$ cat config.mk
export PLATFORM = sky130hd
export DESIGN_NAME = ct_merge_wrr
export DESIGN_NICKNAME = d
export VERILOG_FILES = /design/src/rtl/ct_merge_wrr.sv
export SDC_FILE = /design/constraint.sdc
export NUM_CORES = 1
export LEC_CHECK = 0
export CORE_AREA = 2 2 81 83
export CTS_BUF_LIST = sky130_fd_sc_hd__clkbuf_8
export CTS_CLUSTER_DIAMETER = 100
export DETAILED_ROUTE_END_ITERATION = 10
export DIE_AREA = 0 0 83 85
export PLACE_DENSITY = 0.82
export SYNTH_ARGS = -nofsm -noshare
export SYNTH_HDL_FRONTEND = slang
export SYNTH_SLANG_ARGS = --single-unit
export TNS_END_PERCENT = 5
$ cat constraint.sdc
create_clock -name clk -period 3.6 [get_ports clk]
set_input_delay 1.08 -clock clk [delete_from_list [all_inputs] [get_ports clk]]
set_output_delay 1.08 -clock clk [all_outputs]
set_load 0.005 [all_outputs]
$ cat src/rtl/ct_merge_wrr.sv
// Packet-aware N-to-1 stream merge with weighted round-robin grant (w+1 packets per turn).
// Optional macro CT_MERGE_WRR_OREG_EN inserts a 2-entry registered skid stage on o_data/o_valid.
module ct_merge_wrr #(
  parameter int RADIX   = 4,
  parameter int WIDTH   = 32,
  parameter int EOP_LOC = 0,
  parameter int WBITS   = 4,
  localparam int RADBITS = (RADIX > 1) ? $clog2(RADIX) : 1
) (
  input  logic                   clk,
  input  logic                   reset,
  input  logic [RADIX*WIDTH-1:0] i_data,
  input  logic [RADIX-1:0]       i_valid,
  output logic [RADIX-1:0]       o_ready,
  input  logic [RADIX*WBITS-1:0] i_weight,
  output logic [WIDTH-1:0]       o_data,
  output logic                   o_valid,
  input  logic                   i_ready,
  output logic [RADBITS-1:0]     o_sel
);

  typedef enum logic [0:0] {S_NORMAL, S_WAIT_EOP} state_t;

  state_t             state;
  logic [RADBITS-1:0] cur;
  logic [RADBITS-1:0] winner;
  logic [WBITS-1:0]   credit;
  logic               exh;
  logic               found;
  logic               arb_ready;
  logic               vld_p0;
  logic [WIDTH-1:0]   data_p0;
  logic               xfer;
  logic               eop_xfer;
  logic               exh_post;
  logic               hold_ok;
  logic               regrant;

  function automatic logic [RADBITS-1:0] rr_idx(input logic [RADBITS-1:0] base, input int k);
    int s;
    s = int'(base) + k;
    if (s >= RADIX) s = s - RADIX;
    return RADBITS'(s);
  endfunction

  // Stage p0: granted input muxed straight through
  assign vld_p0   = i_valid[cur];
  assign data_p0  = i_data[int'(cur)*WIDTH +: WIDTH];
  assign xfer     = vld_p0 && arb_ready;
  assign eop_xfer = xfer && data_p0[EOP_LOC];
  // Exhaustion as seen after this cycle's eop accounting
  assign exh_post = exh || (eop_xfer && (credit == '0));
  assign hold_ok  = vld_p0 && !exh_post;
  assign o_sel    = cur;

  always_comb begin
    o_ready = '0;
    for (int g = 0; g < RADIX; g++) begin
      o_ready[g] = arb_ready && (int'(cur) == g);
    end
  end

  always_comb begin
    winner = cur;
    found  = 1'b0;
    for (int k = 1; k <= RADIX; k++) begin
      if (!found && i_valid[rr_idx(cur, k)]) begin
        found  = 1'b1;
        winner = rr_idx(cur, k);
      end
    end
  end

  assign regrant = (state == S_NORMAL) && !(xfer && !data_p0[EOP_LOC]) && !hold_ok &&
                   found && ((winner != cur) || exh_post);

  always_ff @(posedge clk) begin
    if (reset) begin
      cur    <= '0;
      state  <= S_NORMAL;
      credit <= '0;
      exh    <= 1'b1;
    end else begin
      case (state)
        S_NORMAL:   if (xfer && !data_p0[EOP_LOC]) state <= S_WAIT_EOP;
        S_WAIT_EOP: if (eop_xfer) state <= S_NORMAL;
        default:    state <= S_NORMAL;
      endcase
      // A new grant reloads the turn and overrides the eop accounting
      if (regrant) begin
        cur    <= winner;
        credit <= i_weight[int'(winner)*WBITS +: WBITS];
        exh    <= 1'b0;
      end else if (eop_xfer) begin
        if (credit != '0) credit <= credit - WBITS'(1);
        else              exh    <= 1'b1;
      end
    end
  end

`ifdef CT_MERGE_WRR_OREG_EN
  logic [WIDTH-1:0] skid0_p1;
  logic [WIDTH-1:0] skid1_p1;
  logic             vld_p1;
  logic             full_p1;
  logic             pop_p1;

  // Stage p1: two-entry skid, head entry drives the outputs
  assign arb_ready = !full_p1;
  assign pop_p1    = vld_p1 && i_ready;
  assign o_valid   = vld_p1;
  assign o_data    = skid0_p1;

  always_ff @(posedge clk) begin
    if (reset) begin
      vld_p1  <= 1'b0;
      full_p1 <= 1'b0;
    end else if (xfer && !pop_p1) begin
      if (!vld_p1) vld_p1  <= 1'b1;
      else         full_p1 <= 1'b1;
    end else if (pop_p1 && !xfer) begin
      if (full_p1) full_p1 <= 1'b0;
      else         vld_p1  <= 1'b0;
    end
  end

  always_ff @(posedge clk) begin
    if (xfer && (!vld_p1 || (pop_p1 && !full_p1))) skid0_p1 <= data_p0;
    else if (pop_p1 && full_p1)                     skid0_p1 <= skid1_p1;
    if (xfer && vld_p1 && !(pop_p1 && !full_p1))    skid1_p1 <= data_p0;
  end
`else
  assign arb_ready = i_ready;
  assign o_valid   = vld_p0;
  assign o_data    = data_p0;
`endif

endmodule

# ---- Word level (Yosys, flattened, before mapping)
# Index checks and enable logic that the tools add are counted.
# Widths: inputs -> output; s select.
dict set report classes {
  addsub 9
  n_lt_le_gt_ge 9
  eq_ne 5
  shifts 2
  mux 31
  bitwise 1
  reduce_logical 32
}
# cell n
set op_table {}
lappend op_table {{$shiftx 128x8->32} 1}
lappend op_table {{$logic_and 1x1->1} 16}
lappend op_table {{$mux 2} 8}
lappend op_table {{$shiftx 16x5->4} 1}
lappend op_table {{$lt 2x3->1 const B} 5}
lappend op_table {{$mux 1} 14}
lappend op_table {{$mux 4} 3}
lappend op_table {{$bmux 1 s2} 5}
lappend op_table {{$ge 3x3->1 const B} 3}
lappend op_table {{$sub 2x1->2 const B} 4}
lappend op_table {{$logic_not 1->1} 7}
lappend op_table {{$add 2x2->3 const B} 2}
lappend op_table {{$add 2x3->4 const B} 1}
lappend op_table {{$eq 2x2->1 const B} 2}
lappend op_table {{$ge 4x3->1 const B} 1}
lappend op_table {{$logic_not 4->1} 1}
lappend op_table {{$reduce_and 2->1} 2}
lappend op_table {{$reduce_bool 2->1} 2}
lappend op_table {{$reduce_bool 4->1} 1}
lappend op_table {{$sub 4x1->4 const B} 1}
lappend op_table {{$add 2x1->3 const B} 1}
lappend op_table {{$eq 2x1->1 const B} 1}
lappend op_table {{$logic_not 2->1} 1}
lappend op_table {{$logic_or 1x1->1} 2}
lappend op_table {{other kinds (4)} 4}
dict set report totals {
  ff_bits 8
  output_inout_bits 39
  wordCells 93
}

# ---- Longest topological paths before layout
# Gate-level depths: netlist (run 1).
dict set report logic_depth {
  ltp_word 20
  ltp_mapped 11
}

# ---- Least setup slack after synthesis (run 1)
# Ideal clock, no wire load.
dict set report synth_timing {
  path_kind {reg-to-reg}
  start {register cur[0] (netlist: o_sel[0])}
  end {register credit[0]}
  setup_time_ps 83
  arrival_time_ps 2813
  t_required_ps 3517
  setup_slack_ps 705
  path_stages_with_launch 11
  path_buffers 3
  synth_period_minus_slack_ps 2895
  cell_sequence {dfxtp_1 > buf_6 > buf_2 > inv_1 > clkbuf_1 > ha_1 > mux4_2 > nor3b_1 > o32ai_2 > or3b_4 > o221ai_1}
}
dict set report synth_via {
  elab_chain_len 20
  elab_cells_between_ends 62
  cone_classes {add/sub: 8; order compare: 4; eq/ne: 1; shift: 2; mux: 23; reduce/logical: 24}
}
# element line
set synth_rtl {}
lappend synth_rtl {{start, declared} 25} ;# logic [RADBITS-1:0] cur;
lappend synth_rtl {{start signal, assigned} 91} ;# cur <= winner;
lappend synth_rtl {{parallel branches: the longest is 20 deep, another holds $add 2x1->3} -}
lappend synth_rtl {{end signal, assigned} 92} ;# credit <= i_weight[int'(winner)*WBITS +: WBITS];
lappend synth_rtl {{end signal, assigned} 95} ;# if (credit != '0) credit <= credit - WBITS'(1);
lappend synth_rtl {{end, declared} 27} ;# logic [WBITS-1:0] credit;
# Several ways; the timed one is not identified. The select of a mux whose other input is x is not followed.
# A chain may end at the register's enable or synchronous reset.

# ---- Worst setup path in the final report (run 1)
dict set report layout_timing {
  start {input port i_data[106]}
  end {output port o_data[10]}
}
dict set report layout_via {
  elab_chain_len 1
}
# element line
set layout_rtl {}
lappend layout_rtl {{start, declared} 12} ;# input logic [RADIX*WIDTH-1:0] i_data,
lappend layout_rtl {{$shiftx 128x8->32} 48} ;# assign data_p0 = i_data[int'(cur)*WIDTH +: WIDTH];
lappend layout_rtl {{end, declared} 16} ;# output logic [WIDTH-1:0] o_data,
# Every way passes these cells.

==> flow_metrics.env, run 1 <==
export IMPL_status="complete, no violations"
export IMPL_area_growth_pct=117
export IMPL_root_buffer="clkbuf_8"
export IMPL_ys_types=38
export IMPL_grt_start_max_net_pins=26
export IMPL_p_per_area_nw_per_um2=561
export IMPL_vias=2387
export IMPL_numCtsBuffers=3
export IMPL_rsz0062_at_grt="false"
export IMPL_cpPeakStageDelay_ns=0.51
export IMPL_grt_pass1_wl_um=13600
export IMPL_gp_congestion=0.906
export IMPL_maxCapViolCount=0
export IMPL_fmax_ghz=0.281
export IMPL_die_w_um=83
export IMPL_final_cell_mix="clkdlybuf4s50_1, mux4_2, nand2_1"
export IMPL_start_util=0.287
export IMPL_pin_count=190
export IMPL_synth_cells=169
export IMPL_relSlewSlack=0.637
export IMPL_cp_start_kind="primary input"
export IMPL_final_area_um2=3860
export IMPL_clk_latency_ns=0.24
export IMPL_critPathCaptureType="primary output"
export IMPL_fin_nets=517
export IMPL_critical_path_slowest_cell="mux4_2"
export IMPL_finalSetupTns_ns=0
export IMPL_postCtsSetupRepairBufs=0
export IMPL_clock_power_share=0.053
export IMPL_crit_fanout=1
export IMPL_synth_net_count=326
export IMPL_synth_seq_cells=8
export IMPL_final_antenna_net_count=0
export IMPL_intPower_mw=1.30
export IMPL_ir_drop_uv=370
export IMPL_tightest_slew_ns=0.539
export IMPL_pwr_share_seq=0.106
export IMPL_drt_iter0_drc=59
export IMPL_tritoncts="done"
export IMPL_clk_pin_slew_worst_paths_ns=0.05
export IMPL_setup_ws_ns=0.0402
export IMPL_placed_cell_area_um2=3810
export IMPL_h_tree_depth=1
export IMPL_power_leakage_nw=1.40
export IMPL_grt_total_usage=0.244
export IMPL_ctsHoldBuffers=0
export IMPL_synth_top_area_frac=0.442
export IMPL_clockBufferDepth=2
export IMPL_p_total_mw=2.17
export IMPL_die_area_um2=7060
export IMPL_gr_total_overflow=0
export IMPL_final_common_cell="clkdlybuf4s50_1"
export IMPL_core_um2=6200
export IMPL_cp_data_arrival_time_ns=2.48
export IMPL_firstDrtPassIters=4
export IMPL_whs_path_depth=2
export IMPL_setup_viol=0
export IMPL_hold_viol_final=0
export IMPL_worst_r2r_cell_count=7
export IMPL_cp_required_ns=2.52
export IMPL_clock_sinks=8
export IMPL_rows=29
export IMPL_io_buffers=189
export IMPL_antenna_found_initial=0
export IMPL_routed_via_density=5.46
export IMPL_yosysSeqAreaShare=0.0899
export IMPL_syn_area_um2=1780
export IMPL_grt_pass1_vias=2471
export IMPL_combPwrFrac=0.841
export IMPL_ys_warn_count=0
export IMPL_period_needed_ns=3.56
export IMPL_min_path_type="reg -> reg"
export IMPL_routed_wl_um=8700
export IMPL_netSwitchingPower_mw=0.861
export IMPL_syn_area_per_cell_um2=10.5
export IMPL_cp_common_cell="clkdlybuf4s50_1"
export IMPL_drv_slew=0
export IMPL_period_share=0.989
export IMPL_drive_gt1_frac=0.164
export IMPL_fin_util=0.623
export IMPL_finClkSkew_ns=0.00552
export IMPL_switching_share=0.398
export IMPL_path_class="in -> out"
export IMPL_drc=0
export IMPL_preCtsSetupSlack_ns=0.0335
export IMPL_post_drt_wl_per_cell_um=19.9
export IMPL_die_y_um=85
export IMPL_dpl_hpwl_um=7400
export IMPL_critical_path_cell_chain="clkdlybuf4s50_1, mux4_2, clkdlybuf4s50_1"
export IMPL_synth_area_leader_cell="mux4_2"
export IMPL_synthTopCellsByArea="mux4_2, dfxtp_1, nand2_1"
layout make-up:
class,instances,area (um2)
clock buffer,3,41.3
sequential,8,165
tap,77,96.3
clock inverter,1,3.75
antenna,1,2.50
inverter,6,22.5
timing repair buffer,200,2000
fill,540,2340
multi-input combinational,141,1530
logic make-up after synthesis:
kind of cell	after synthesis	share of synthesized area
adders and majority gates	6	0.0421
DFF	8	0.0899
xor gates and xnor gates	1	0.00492
muxes	42	0.483
AOI/OAI and AO/OA	34	0.147
and+or+nand+nor	58	0.180
buffers and inverters	20	0.0534
synth_stat cells:
| cell | count |
|---|---|
| clkbuf_1 | 7 |
| or3_1 | 3 |
| or3_4 | 1 |
| mux4_2 | 35 |
| inv_1 | 6 |
| dfxtp_1 | 8 |
| or3b_4 | 1 |
| nor3b_1 | 1 |
| ha_1 | 6 |
| nand2b_1 | 1 |
| or3b_2 | 1 |
| nand4_1 | 1 |
| mux2i_1 | 5 |
| buf_2 | 4 |
| nor3_1 | 3 |
| buf_6 | 2 |
| a21oi_1 | 5 |
| or4bb_1 | 1 |
| nand3_1 | 1 |
| a211oi_1 | 2 |
| nand3b_1 | 1 |
| buf_1 | 1 |
| a22oi_1 | 8 |
| a311oi_1 | 6 |
| nor4_1 | 1 |
| nor2_1 | 6 |
| xnor2_1 | 1 |
| mux2_2 | 2 |
| and4_1 | 6 |
| nor2b_1 | 1 |
| o21a_1 | 3 |
| nand2_2 | 1 |
| and2_1 | 5 |
| o221ai_1 | 4 |
| a311oi_2 | 1 |
| o21ai_0 | 4 |
| nand2_1 | 23 |
| o32ai_2 | 1 |
critical path, delay by kind of cell:
kind | cells | cell delay, ns
muxes | 1 | 0.51
buffers and inverters | 2 | 0.89
per-stage QoR:
stage | instances | hold WS (ns)
CTS | 436 | 0.496
global route | 436 | 0.534
global placement | 432 | 0.472
floorplan | 169 | 0.454
detailed placement | 432 | 0.490
finish | 437 | 0.500
path summary, 6_finish.rpt:
path	endpoint	from	slack, ns
setup / recovery	o_data[10]	i_data[106]	0.04
hold / removal	flop	flop	0.50
setup reg to reg	credit[1]$_SDFFE_PP0P_	o_sel[0]$_SDFFE_PP0N_	0.50
hold reg to reg	flop	flop	0.50
timing repair:
action / in CTS / in global routing
endpoints found under the hold margin: 0 / 0
gates resized for setup: 0 / 2
endpoints found under the setup margin: 0 / 2
power by group through the flow:
stage               registers [mW]  logic [mW]  clock network (mW)
global route                 0.247        1.95               0.122
floorplan                    0.143        1.08                   0
finish                       0.230        1.82               0.114
global placement             0.234        1.77                   0
detailed placement           0.236        1.81                   0
CTS                          0.234        1.82               0.115
metal layers:
layer | routed length [um] | global-route usage
met1 | 3490 | 0.292
met2 | 4210 | 0.419
met3 | 717 | 0.0720
met4 | 278 | 0.0835
met5 | 0 | 0
(Power assumes the default switching activity.)
==> run 2, diff against run 1 <==
--- a/config.mk
+++ b/config.mk
@@ -5,11 +5,12 @@
 export SDC_FILE = /design/constraint.sdc
 export NUM_CORES = 1
 export LEC_CHECK = 0
-export CORE_AREA = 2 2 81 83
+export CORE_AREA = 3 3 82 84
 export CTS_BUF_LIST = sky130_fd_sc_hd__clkbuf_8
 export CTS_CLUSTER_DIAMETER = 100
 export DETAILED_ROUTE_END_ITERATION = 10
-export DIE_AREA = 0 0 83 85
+export DIE_AREA = 0 0 85 87
+export MAX_ROUTING_LAYER = met4
 export PLACE_DENSITY = 0.82
 export SYNTH_ARGS = -nofsm -noshare
 export SYNTH_HDL_FRONTEND = slang
==> run 2 against run 1 <==
Clock skew up 0.0044 ns. Flip-flop and latch count did not move. Combinational power hardly changed. Maximum frequency fell by 0.24%. Utilization increased by 1.7 points. Sequential power decreased by 8.7%. Cell count decreased by 0.92%. Design area shrank 0.74%.
==> flow_metrics.env, run 2 (synthesis gave the netlist of run 1 again) <==
export IMPL_path_class="in -> out"
export IMPL_hold_viol_final=0
export IMPL_tightest_slew_ns=0.551
export IMPL_relSlewSlack=0.631
export IMPL_combPwrFrac=0.848
export IMPL_grt_pass1_vias=2436
export IMPL_grt_pass1_wl_um=13100
export IMPL_post_drt_wl_per_cell_um=20.1
export IMPL_intPower_mw=1.29
export IMPL_crit_start="i_data[31]"
export IMPL_period_needed_ns=3.57
export IMPL_switching_share=0.393
export IMPL_cpPeakStageDelay_ns=0.48
export IMPL_antenna_found_initial=0
export IMPL_start_util=0.297
export IMPL_grt_total_usage=0.234
export IMPL_fin_util=0.640
export IMPL_gr_total_overflow=0
export IMPL_clockBufferDepth=2
export IMPL_p_per_area_nw_per_um2=554
export IMPL_numCtsBuffers=3
export IMPL_critPathCaptureType="primary output"
export IMPL_ir_drop_uv=478
export IMPL_grt_start_max_net_pins=30
export IMPL_die_w_um=85
export IMPL_firstDrtPassIters=4
export IMPL_final_common_cell="clkdlybuf4s50_1"
export IMPL_finClkSkew_ns=0.00991
export IMPL_root_buffer="clkbuf_8"
export IMPL_r2r_start="o_sel[0]$_SDFFE_PP0N_"
export IMPL_finalSetupTns_ns=0
export IMPL_critical_path_slowest_cell="mux4_2"
export IMPL_maxCapViolCount=0
export IMPL_path_buf_inv=2
export IMPL_vias=2312
export IMPL_core_um2=5990
export IMPL_die_area_um2=7400
export IMPL_routed_wl_um=8700
export IMPL_fin_nets=516
export IMPL_rsz0062_at_grt="false"
export IMPL_power_leakage_nw=1.39
export IMPL_pwr_share_seq=0.099
export IMPL_clock_power_share=0.053
export IMPL_rows=28
export IMPL_pin_count=190
export IMPL_tritoncts="done"
export IMPL_fmax_ghz=0.280
export IMPL_cp_common_cell="clkdlybuf4s50_1"
export IMPL_critical_path_top_delay_family="buffers and inverters"
export IMPL_routed_via_density=5.34
export IMPL_dpl_hpwl_um=7350
export IMPL_clock_sinks=8
export IMPL_final_antenna_net_count=0
export IMPL_status="complete, no violations"
export IMPL_area_growth_pct=115
export IMPL_setup_viol=0
export IMPL_rrSetupSlack_ns=0.54
export IMPL_crit_end="o_data[31]"
export IMPL_drc=0
export IMPL_die_y_um=87
export IMPL_period_share=0.991
export IMPL_worst_r2r_cell_count=7
export IMPL_min_path_type="reg -> reg"
export IMPL_drive_gt1_frac=0.162
export IMPL_h_tree_depth=1
export IMPL_gp_congestion=0.927
export IMPL_crit_fanout=1
export IMPL_critical_path_cell_chain="clkdlybuf4s50_1, mux4_2, clkdlybuf4s50_1"
export IMPL_cp_start_kind="primary input"
export IMPL_final_cell_mix="clkdlybuf4s50_1, mux4_2, nand2_1"
export IMPL_r2r_end="credit[1]$_SDFFE_PP0P_"
export IMPL_io_buffers=189
export IMPL_cp_data_arrival_time_ns=2.49
export IMPL_clk_latency_ns=0.23
export IMPL_drv_slew=0
export IMPL_fillers=470
export IMPL_cp_required_ns=2.52
export IMPL_antenna_diode_count=0
export IMPL_netSwitchingPower_mw=0.835
export IMPL_cp_depth=3
export IMPL_clk_pin_slew_worst_paths_ns=0.04
export IMPL_drt_iter0_drc=99
==> run 2: worst min path at each step <==
stage / start / to / depth (start not counted)
after floorplan: flop / flop / 2
after global placement: flop / flop / 2
after detailed placement: flop / flop / 2
after CTS: flop / flop / 2
after global routing: flop / flop / 2
final: flop / flop / 2
==> run 2: what timing repair did <==
| item | 4_1_cts | 5_1_grt |
|---|---|---|
| setup endpoints to repair | 1 | 1 |
| pin swaps | 0 | 0 |
| setup buffers | 0 | 0 |
| gates resized for setup | 1 | 1 |
| hold buffers | 0 | 0 |
==> run 2: per-stage QoR <==
stage	total power, mW	hold WS, ns	cells	area, um2	worst slack [ns]
4_1_cts	2.14	0.483	433	3830	0.0206
3_3_place_gp	1.99	0.471	429	3790	0.0296
6_report	2.12	0.484	433	3830	0.0317
2_1_floorplan	1.22	0.454	169	1780	0.705
3_5_place_dp	2.02	0.479	429	3790	-0.00608
5_1_grt	2.29	0.517	433	3830	0.0124
==> run 2: routing by layer <==
layer / global-route usage / routed length (um)
met2: 0.431 / 4540
met4: 0.0144 / 89
met1: 0.274 / 3460
met3: 0.0492 / 614
met5: - / 0
==> run 2: final cells by class <==
cell class | instances | area, um2 | area share
Clock inverter | 1 | 3.75 | 0.000979
Sequential cell | 8 | 165 | 0.0431
Inverter | 6 | 22.5 | 0.00587
Clock buffer | 3 | 41.3 | 0.0108
Tap cell | 75 | 93.8 | 0.0245
Timing Repair Buffer | 199 | 1980 | 0.517
Multi-Input combinational cell | 141 | 1530 | 0.398
==> run 2: tightest hold or removal path, delay by kind of cell, from the launching register on <==
| kind | cells | cell delay (ns) |
|---|---|---|
| flip-flops | 1 | 0.32 |
| AO/OA/AOI/OAI | 1 | 0.05 |
| AND/OR/NAND/NOR | 1 | 0.06 |
==> run 2: power groups by stage <==
| stage | logic, mW | clock network, mW | registers (mW) |
|---|---|---|---|
| floorplan | 1.08 | 0 | 0.143 |
| global placement | 1.78 | 0 | 0.215 |
| detailed placement | 1.81 | 0 | 0.216 |
| CTS | 1.81 | 0.115 | 0.216 |
| global route | 1.94 | 0.121 | 0.228 |
| finish | 1.80 | 0.113 | 0.210 |
==> run 3, diff against run 2 <==
--- a/config.mk
+++ b/config.mk
@@ -11,7 +11,7 @@
 export DETAILED_ROUTE_END_ITERATION = 10
 export DIE_AREA = 0 0 85 87
 export MAX_ROUTING_LAYER = met4
-export PLACE_DENSITY = 0.82
+export PLACE_DENSITY = 0.93
 export SYNTH_ARGS = -nofsm -noshare
 export SYNTH_HDL_FRONTEND = slang
 export SYNTH_SLANG_ARGS = --single-unit
==> run 3 against run 2 <==
Utilization is 0.40 points higher. Sequential power is 4% higher. Global-route usage is 1.7 points higher. Maximum frequency hardly changed. Combinational power hardly changed. Design area is 0.62% higher. Die area stayed put.
==> flow_metrics.env, run 3 (synthesis gave the netlist of run 1 again) <==
export IMPL_placed_cell_area_um2=3810
export IMPL_start_util=0.297
export IMPL_highest_layer="met4"
export IMPL_grt_total_usage=0.251
export IMPL_drv_slew=0
export IMPL_path_class="in -> out"
export IMPL_clk_latency_ns=0.24
export IMPL_finClkSkew_ns=0.00391
export IMPL_grt_pass1_wl_um=13900
export IMPL_firstDrtPassIters=4
export IMPL_die_w_um=85
export IMPL_p_per_area_nw_per_um2=562
export IMPL_grt_start_max_net_pins=30
export IMPL_period_needed_ns=3.57
export IMPL_h_tree_depth=1
export IMPL_fin_nets=517
export IMPL_pwr_share_seq=0.101
export IMPL_clock_power_share=0.054
export IMPL_min_path_type="reg -> reg"
export IMPL_met1Wirelength_um=3680
export IMPL_dp_cells=430
export IMPL_combPwrFrac=0.845
export IMPL_ir_drop_uv=355
export IMPL_tritoncts="done"
export IMPL_crit_fanout=2
export IMPL_wl_met2_um=4860
export IMPL_critPathCaptureType="primary output"
export IMPL_clk_pin_slew_worst_paths_ns=0.05
export IMPL_final_area_um2=3860
export IMPL_cp_required_ns=2.52
export IMPL_netSwitchingPower_mw=0.861
export IMPL_gp_congestion=1.03
export IMPL_final_common_cell="clkdlybuf4s50_1"
export IMPL_period_share=0.991
export IMPL_antenna_found_initial=1
export IMPL_vias=2363
export IMPL_wl_met3_um=717
export IMPL_rsz0062_at_grt="false"
export IMPL_clockBufferDepth=2
export IMPL_cp_data_arrival_time_ns=2.49
export IMPL_fin_cells=435
export IMPL_numCtsBuffers=3
export IMPL_hold_viol_final=0
export IMPL_rrSetupSlack_ns=0.49
export IMPL_setup_viol=0
export IMPL_cp_start_kind="primary input"
export IMPL_tightest_slew_ns=0.530
export IMPL_routed_via_density=5.43
export IMPL_post_drt_wl_per_cell_um=21.5
export IMPL_drive_gt1_frac=0.164
export IMPL_final_cell_mix="clkdlybuf4s50_1, mux4_2, nand2_1"
export IMPL_relSlewSlack=0.643
export IMPL_intPower_mw=1.31
export IMPL_gr_total_overflow=0
export IMPL_maxCapViolCount=0
export IMPL_drt_iter0_drc=135
export IMPL_rows=28
export IMPL_die_y_um=87
export IMPL_drc=0
export IMPL_postCtsSetupRepairBufs=0
export IMPL_status="complete, no violations"
export IMPL_pin_count=190
export IMPL_root_buffer="clkbuf_8"
export IMPL_finalSetupTns_ns=0
export IMPL_die_area_um2=7400
export IMPL_area_growth_pct=117
export IMPL_dpl_hpwl_um=7950
export IMPL_io_buffers=189
export IMPL_clock_sinks=8
export IMPL_final_antenna_net_count=0
export IMPL_power_leakage_nw=1.39
export IMPL_grt_pass1_vias=2414
export IMPL_switching_share=0.398
export IMPL_core_um2=5990
export IMPL_routed_wl_um=9350
export IMPL_fmax_ghz=0.280
run 3: through the flow:
stage / total power [mW] / setup WS, ns / utilization / hold WS, ns
2_1_floorplan: 1.22 / 0.705 / - / 0.454
3_3_place_gp: 2.00 / 0.0116 / 0.636 / 0.473
3_5_place_dp: 2.04 / 0.00664 / 0.636 / 0.486
4_1_cts: 2.17 / 0.0000879 / 0.643 / 0.508
5_1_grt: 2.31 / 0.00379 / 0.644 / 0.536
6_report: 2.17 / 0.0332 / 0.644 / 0.505
run 3: timing repair:
| item | 4_1_cts | 5_1_grt |
|---|---|---|
| hold endpoints to repair | 0 | 0 |
| resized for setup | 0 | 1 |
| setup endpoints to repair | 0 | 1 |
| hold buffers | 0 | 0 |
run 3: path summary, 6_finish.rpt:
| kind | startpoint | endpoint | depth (start not counted) |
|---|---|---|---|
| worst max-delay path | i_valid[0] | o_valid | 3 |
| worst max register to register | o_sel[0]$_SDFFE_PP0N_ | credit[3]$_SDFFE_PP0P_ | 7 |
| worst min-delay path | flop | flop | 2 |
| worst min register to register | flop | flop | 2 |
run 3: cell type report:
cell class / instances / area [um2]
fillers: 479 / 2130
repair buffers: 200 / 2000
multi-input cells: 141 / 1530
flip-flops and latches: 8 / 165
well taps: 75 / 93.8
clock buffers: 3 / 41.3
inverters: 6 / 22.5
clock inverters: 1 / 3.75
diodes: 1 / 2.50
run 3: critical path: stages:
cell             delay [ns]
clkdlybuf4s50_1        0.43
mux4_2                 0.50
clkdlybuf4s50_1        0.47
run 3: power groups by stage:
stage / Clock [mW] / Sequential, mW / Combinational, mW
floorplan: 0 / 0.143 / 1.08
global placement: 0 / 0.221 / 1.78
detailed placement: 0 / 0.222 / 1.82
CTS: 0.118 / 0.222 / 1.83
global route: 0.121 / 0.234 / 1.96
finish: 0.117 / 0.219 / 1.83
run 3: routing by layer:
metal  up-vias  global-route usage
li1       1083                   -
met1      1151               0.301
met2       120               0.448
met3         9              0.0454
met4         0              0.0403
met5         -                   -
